[src/rtl/ucode_seq.sv]
// Microcode sequencer: decodes the current microword into next-micro-PC control.
// Optional return stack enabled with macro UCODE_CALL_STACK_EN.
module ucode_seq (
  input  logic        clk,
  input  logic        reset,
  input  logic [4:0]  upc,
  input  logic [15:0] uword,
  input  logic [2:0]  cond_in,
  input  logic        start,
  output logic        load_incr,
  output logic [4:0]  upc_next,
  output logic [5:0]  ctrl,
  output logic        halted,
  output logic        ovf,
  output logic        unf
);

  localparam int unsigned AW = 5;
  localparam int unsigned CW = 6;

  typedef enum logic [2:0] {
    OP_NEXT  = 3'd0,
    OP_JMP   = 3'd1,
    OP_BCOND = 3'd2,
    OP_CALL  = 3'd3,
    OP_RET   = 3'd4,
    OP_LDCNT = 3'd5,
    OP_DJNZ  = 3'd6,
    OP_HALT  = 3'd7
  } op_e;

  op_e           op;
  logic [1:0]    csel;
  logic [AW-1:0] tgt;
  logic [CW-1:0] ctl;
  logic          cond_ok;
  logic [AW-1:0] cnt_q, cnt_d;

`ifdef UCODE_CALL_STACK_EN
  logic [1:0][AW-1:0] stk_q, stk_d;
  logic [1:0]         depth_q, depth_d;
  logic               ovf_q, ovf_d;
  logic               unf_q, unf_d;
  logic [AW-1:0]      ret_addr;
`endif

  // Field extraction and branch condition select
  always_comb begin
    op      = op_e'(uword[15:13]);
    csel    = uword[12:11];
    tgt     = uword[10:6];
    ctl     = uword[5:0];
    cond_ok = (csel == 2'd0) ? 1'b1 : cond_in[csel - 2'd1];
  end

  assign ctrl = reset ? '0 : ctl;

  // Next-PC decode and state next-values
  always_comb begin
    load_incr = 1'b0;
    upc_next  = '0;
    halted    = 1'b0;
    cnt_d     = cnt_q;
`ifdef UCODE_CALL_STACK_EN
    stk_d     = stk_q;
    depth_d   = depth_q;
    ovf_d     = ovf_q;
    unf_d     = unf_q;
    ret_addr  = upc + AW'(1);
`endif
    case (op)
      OP_NEXT: ;
      OP_JMP: begin
        load_incr = 1'b1;
        upc_next  = tgt;
      end
      OP_BCOND: begin
        load_incr = cond_ok;
        upc_next  = tgt;
      end
      OP_CALL: begin
        load_incr = 1'b1;
        upc_next  = tgt;
`ifdef UCODE_CALL_STACK_EN
        if (depth_q == 2'd2) begin
          ovf_d = 1'b1;
        end else begin
          stk_d[depth_q[0]] = ret_addr;
          depth_d           = depth_q + 2'd1;
        end
`endif
      end
      OP_RET: begin
`ifdef UCODE_CALL_STACK_EN
        load_incr = 1'b1;
        if (depth_q == 2'd0) begin
          unf_d = 1'b1;
        end else begin
          // depth 1 -> entry 0, depth 2 -> entry 1
          upc_next = stk_q[depth_q[1]];
          depth_d  = depth_q - 2'd1;
        end
`endif
      end
      OP_LDCNT: cnt_d = tgt;
      OP_DJNZ: begin
        if (cnt_q != '0) begin
          cnt_d     = cnt_q - AW'(1);
          load_incr = (cnt_q != AW'(1));
          upc_next  = tgt;
        end
      end
      OP_HALT: begin
        halted    = 1'b1;
        load_incr = 1'b1;
        upc_next  = start ? '0 : upc;
      end
      default: ;
    endcase
  end

  always_ff @(posedge clk or posedge reset) begin
    if (reset) begin
      cnt_q <= '0;
    end else begin
      cnt_q <= cnt_d;
    end
  end

`ifdef UCODE_CALL_STACK_EN
  always_ff @(posedge clk or posedge reset) begin
    if (reset) begin
      stk_q   <= '0;
      depth_q <= '0;
      ovf_q   <= 1'b0;
      unf_q   <= 1'b0;
    end else begin
      stk_q   <= stk_d;
      depth_q <= depth_d;
      ovf_q   <= ovf_d;
      unf_q   <= unf_d;
    end
  end

  assign ovf = ovf_q;
  assign unf = unf_q;
`else
  assign ovf = 1'b0;
  assign unf = 1'b0;
`endif

endmodule

[config.mk]
export PLATFORM = sky130hd
export DESIGN_NAME = ucode_seq
export DESIGN_NICKNAME = d
export VERILOG_FILES = /design/src/rtl/ucode_seq.sv
export SDC_FILE = /design/constraint.sdc
export NUM_CORES = 1
export LEC_CHECK = 0
export CORE_UTILIZATION = 31
export DETAILED_ROUTE_END_ITERATION = 10
export GPL_TIMING_DRIVEN = 1
export PLACE_DENSITY = 0.87
export REMOVE_ABC_BUFFERS = 1
export SYNTH_ARGS = -nofsm -noshare
export SYNTH_HDL_FRONTEND = slang
export SYNTH_SLANG_ARGS = --single-unit
[constraint.sdc]
create_clock -name clk -period 1.7 [get_ports clk]
set_input_delay 0.17 -clock clk [delete_from_list [all_inputs] [get_ports clk]]
set_output_delay 0.17 -clock clk [all_outputs]
set_load 0.03 [all_outputs]
# Yosys cells after proc, flatten, opt, wreduce, memory -nomap -nowiden
# Cells that the tools add are included.
totals:
  regBits: 5
  latch_bits: 0
  ramBits: 0
  rom_bits: 0
  input_bits: 27
  out_inout_bits: 15
  wordCells: 30
  n_memories: 0
classes:
  add_sub_neg: 2
  n_mul: 0
  n_div: 0
  n_lt_le_gt_ge: 1
  eq_ne: 8
  shifts: 0
  n_mux: 12
  n_bitwise: 0
  n_reduce_logical: 6
ops:
  columns: ["op", "count"]
  rows:
  - ["$mux W5", 3]
  - ["$pmux W5 S3", 1]
  - ["$pmux W5 S2", 1]
  - ["$eq A3 B3 Y1 const B", 3]
  - ["$eq A3 B2 Y1 const B", 2]
  - ["$mux W6", 1]
  - ["$reduce_or A3 Y1", 2]
  - ["$ne A5 B1 Y1 const B", 1]
  - ["$reduce_bool A5 Y1", 1]
  - ["$sub A5 B1 Y5 const B", 1]
  - ["$mux W1", 4]
  - ["$eq A3 B1 Y1 const B", 1]
  - ["$lt A2 B3 Y1 const B", 1]
  - ["$pmux W1 S3", 1]
  - ["$bmux W1 S2", 1]
  - ["$logic_not A2 Y1", 1]
  - ["$ne A2 B2 Y1 const B", 1]
  - ["$reduce_and A2 Y1", 1]
  - ["$reduce_bool A2 Y1", 1]
  - ["$sub A2 B1 Y2 const B", 1]

# Logic depth before layout (Yosys ltp)
logic_depth:
  depth_word: 5
  ltp_mapped: 5
  ltp_nobuf: 5

# Least setup slack after synthesis
# Ideal clock, no wire load.
synth_timing:
  kind: "reg-to-reg"
  from: "register cnt_q[0]"
  to: "register cnt_q[1]"
  setup_time_ns: 0.094
  arrival_ns: 1.544
  required_time_ns: 1.606
  setup_slack_ns: 0.063
  path_stages_with_launch: 6
  path_cell_list: "dfrtp_1 inv_1 ha_1 or4b_4 and2_4 a221oi_2"
synth_between:
  elab_chain_len: 3
  elab_cells_between_ends: 6
  cone_classes: "1 x add/sub; 1 x eq/ne; 2 x mux; 2 x reduce/logical"
synth_rtl:
  columns: ["element", "line", "rtl"]
  rows:
  - ["start: declaration", "37", "logic [AW-1:0] cnt_q, cnt_d;"]
  - ["start signal: assignment", "126", "cnt_q <= cnt_d;"]
  - ["$sub A5 B1 Y5 / $reduce_bool A5 Y1 (equally long branches)", "108, 107", null]
  - ["$mux W5 / $ne A2 B2 Y1 (equally long branches)", null, null]
  - ["$pmux W5 S2 / $reduce_and A2 Y1 (equally long branches)", null, null]
# Several ways; a longest one is shown, not always the timed one. The select of a mux whose other input is x is not followed.
# A chain may end at the register's enable or synchronous reset.

# Worst setup path after layout
layout_timing:
  from: "register cnt_q[1]"
  to: "output load_incr"
layout_between:
  elab_chain_len: 3
  elab_cells_between_ends: 4
  cone_classes: "1 x eq/ne; 2 x mux; 1 x reduce/logical"
layout_rtl:
  columns: ["element", "line", "rtl"]
  rows:
  - ["$ne A5 B1 Y1 / $reduce_bool A5 Y1 (equally long branches)", "109, 107", null]
  - ["$mux W1 *", "107", "if (cnt_q != '0) begin"]
  - ["$pmux W1 S3 *", "71", "case (op)"]
  - ["end: declaration", "10", "output logic load_incr,"]
# Every way passes the cells marked *; elsewhere a longest branch is shown, timed or not.

==> reports/qor.tcl <==
set qor(power.share.combinational) 0.666
set qor(run_status) {completed}
set qor(critical_path.startpoint_type) {flop}
set qor(drv_slew) 0
set qor(timing.setup.tns_ns) 0
set qor(leakagePower_nw) 0.6232
set qor(p_sw_frac) 0.3940
set qor(route.vias.total) 794
set qor(num-nets-final) 159
set qor(floorplan.die.width_um) 46.20
set qor(highest_layer) {met4}
set qor(num_rows) 15
set qor(area_leader_netlist) {sky130_fd_sc_hd__dfrtp_1}
set qor(leading_cell_types_by_total_area_after_synthesis) {sky130_fd_sc_hd__dfrtp_1, sky130_fd_sc_hd__nor2b_1, sky130_fd_sc_hd__ha_1, sky130_fd_sc_hd__a22o_1, sky130_fd_sc_hd__mux2i_1}
set qor(synth-edff-count) 0
set qor(placeableCoreArea_sq_um) 1783
set qor(antenna_found_initial) 0
set qor(yosys.cell_count.top_type) {sky130_fd_sc_hd__nor2b_1}
set qor(syn-cell-area_sq_um) 605.6
set qor(yosys_warnings) 0
set qor(finish.utilization) 0.7046
set qor(highest_clock_frequency_the_design_can_meet_mhz) 598.4
set qor(wirelength_met1_um) 850
set qor(max_flop_register) {cnt_q}
set qor(max-cap-violations) 0
set qor(type_of_the_worst_setup_path) {reg -> out}
set qor(largest_register_ff_count) 5
set qor(wirelength_mm) 2.262
set qor(cellInternalPower_w) 0.0006347
set qor(clock_insertion_delay_worst_skew_ns) 0.25
set qor(clk_pin_slew_worst_paths_ns) 0.05
set qor(cts-hold-fix-buffers) 0
set qor(gp_congestion) 0.8190
set qor(synth_cell_types) 29
set qor(io_buffers) 39
set qor(syn_to_final_growth_pct) 107.4
set qor(cts-buffers-inserted) 3
set qor(proportion_of_synthesized_flip_flops_having_asynchronous_set_or_reset) 1.000
set qor(fillCellCount) 137
set qor(vertical_die_dimension_um) 46.20
set qor(finalCritPeriodShare) 0.9830
set qor(power.net_switching_w) 0.0004126
set qor(drt-pass1-iter-count) 4
set qor(p_seq_frac) 0.193
set qor(ioPinCount) 42
set qor(final-setup-viol-count) 0
set qor(grt.overflow.total) 0
set qor(grt_pass1_wl_mm) 3.256
set qor(crit_path_end_kind) {primary output}
set qor(max-clock-path-buffers) 2
set qor(power.clock.fraction) 0.141
set qor(drive_above_1_share) 0.3780
set qor(power_w) 0.001047
set qor(synthCells) 70
set qor(clock-root-buffer) {sky130_fd_sc_hd__clkbuf_4}
set qor(detailroute.wirelength.met3_um) 174
set qor(synth.yosys.seq_area_share) 0.2066
set qor(via_count_of_the_first_global_routing_pass) 794
set qor(grt_start_max_net_pins) 9
set qor(top_regs) {cnt_q (5)}
set qor(hold_viol) 0
set qor(synth-seq-cells) 5
set qor(hpwlAfterDp_mm) 1.581
set qor(synth_top_area_share) 0.2066
set qor(initialDrtViolationCount) 13
set qor(critical_path.max_fanout) 3
set qor(power.ir.vdd_worst_uv) 494.9
set qor(critical_path_required_ns) 1.53
set qor(ys.flop_type) {sky130_fd_sc_hd__dfrtp_1}
set qor(power.density_cell_area_nw_per_um2) 833.7
set qor(post-place-ws_ns) -0.1445
set qor(clock_sinks) 5
set qor(arrival_time_of_the_worst_setup_path_ns) 1.50
set qor(hold_class) {in -> async}
set qor(initial_core_util) 0.3396
set qor(route.antenna.remaining_nets) 0
set qor(rsz0062_at_grt) {yes}
set qor(insertedDiodeCount) 0
set qor(post_drt_via_cell_ratio) 5.224
set qor(synthTopCellsByCount) {sky130_fd_sc_hd__nor2b_1, sky130_fd_sc_hd__a22o_1, sky130_fd_sc_hd__dfrtp_1, sky130_fd_sc_hd__inv_1}
set qor(track_usage) 0.2198
set qor(syn-mean-instance-area_sq_um) 8.651
set qor(htreeDepth) 1
set qor(route.met2.wl_mm) 1.197
set qor(cts_tree) {built}
set qor(final.min_clock_period_ns) 1.671
set qor(final.setup_skew_ns) 0.001477
set qor(route.detailed.drc) 0
set qor(final.setup.worst_slack_ns) 0.02888
set qor(floorplan_die_area_sq_um) 2134
set qor(wirelength_per_cell_um) 14.88
==> power by group through the flow <==
stage | clock, W | combinational (W) | sequential, W
after CTS | 0.000150 | 0.000597 | 0.000197
after global routing | 0.000164 | 0.000745 | 0.000207
after floorplan | 0 | 0.000293 | 0.000188
final | 0.000148 | 0.000697 | 0.000203
after detailed placement | 0 | 0.000516 | 0.000195
after global placement | 0 | 0.000495 | 0.000195
==> worst max-delay path: stages, from the launching register on <==
cell and delay [ns]:
sky130_fd_sc_hd__dfrtp_1 0.35, sky130_fd_sc_hd__inv_2 0.06, sky130_fd_sc_hd__ha_4 0.16, sky130_fd_sc_hd__buf_4 0.13
sky130_fd_sc_hd__o211ai_1 0.21, sky130_fd_sc_hd__o211a_1 0.20, sky130_fd_sc_hd__buf_6 0.13
==> layer usage <==
metal	vias up	GRT usage
met4	0	0.1235
met5	-	0
met2	44	0.4225
li1	371	-
met1	375	0.2155
met3	4	0.03922
==> kinds of logic after synthesis <==
group           synth area share
fa+ha+maj                0.08265
flops                     0.2066
buf+inv                  0.07437
mux                      0.04959
other cells             0.006192
compound gates            0.2582
simple gates              0.3223
==> layout make-up <==
cell class	count	area (sq um)	area share
multi-input cells	58	523.0	0.4163
inverters	5	18.77	0.01494
repair buffers	55	529.3	0.4213
flip-flops and latches	5	127.6	0.1016
well taps	25	31.28	0.02490
clock buffers	4	26.28	0.02092
==> layout by cell type, fill, tap and decap left out, types with 4 or more instances in the layout <==
cell type,count
sky130_fd_sc_hd__a211oi_1,4
sky130_fd_sc_hd__a22o_1,5
sky130_fd_sc_hd__buf_4,15
sky130_fd_sc_hd__buf_6,8
sky130_fd_sc_hd__clkdlybuf4s50_1,22
sky130_fd_sc_hd__dlygate4sd2_1,5
sky130_fd_sc_hd__dlymetal6s2s_1,5
sky130_fd_sc_hd__inv_2,4
sky130_fd_sc_hd__nor2_1,4
sky130_fd_sc_hd__nor2b_1,6
sky130_fd_sc_hd__nor2b_4,4
==> per-stage QoR <==
stage                     hold WS, ns  cells  area, sq um
after floorplan              -0.05148     68        583.1
after global placement         0.5436    142         1062
after detailed placement       0.5555    142         1062
after CTS                      0.2867    148         1162
after global routing           0.3228    152         1256
final                          0.2960    152         1256
==> worst paths after layout <==
check | start | endpoint | slack (ns) | depth (start not counted)
hold / removal | reset | cnt_q[4]$_DFFE_PP0P_ | 0.30 | 2
setup / recovery | cnt_q[1]$_DFFE_PP0P_ | load_incr | 0.03 | 6
hold reg to reg | cnt_q[3]$_DFFE_PP0P_ | cnt_q[3]$_DFFE_PP0P_ | 0.65 | 2
setup reg to reg | cnt_q[2]$_DFFE_PP0P_ | cnt_q[0]$_DFFE_PP0P_ | 0.03 | 4
max in group asynchronous | reset | cnt_q[2]$_DFFE_PP0P_ | 1.21 | 2
min in group clk | uword[15] | cnt_q[3]$_DFFE_PP0P_ | 0.49 | 3
==> repair_timing <==
action | CTS | global route
cloned | 0 | 0
resized for setup | 21 | 18
hold endpoints to repair | 0 | 0
pin swaps | 1 | 7
setup endpoints to repair | 10 | 10
setup buffers | 2 | 5
Power figures use the tool's default switching activity.
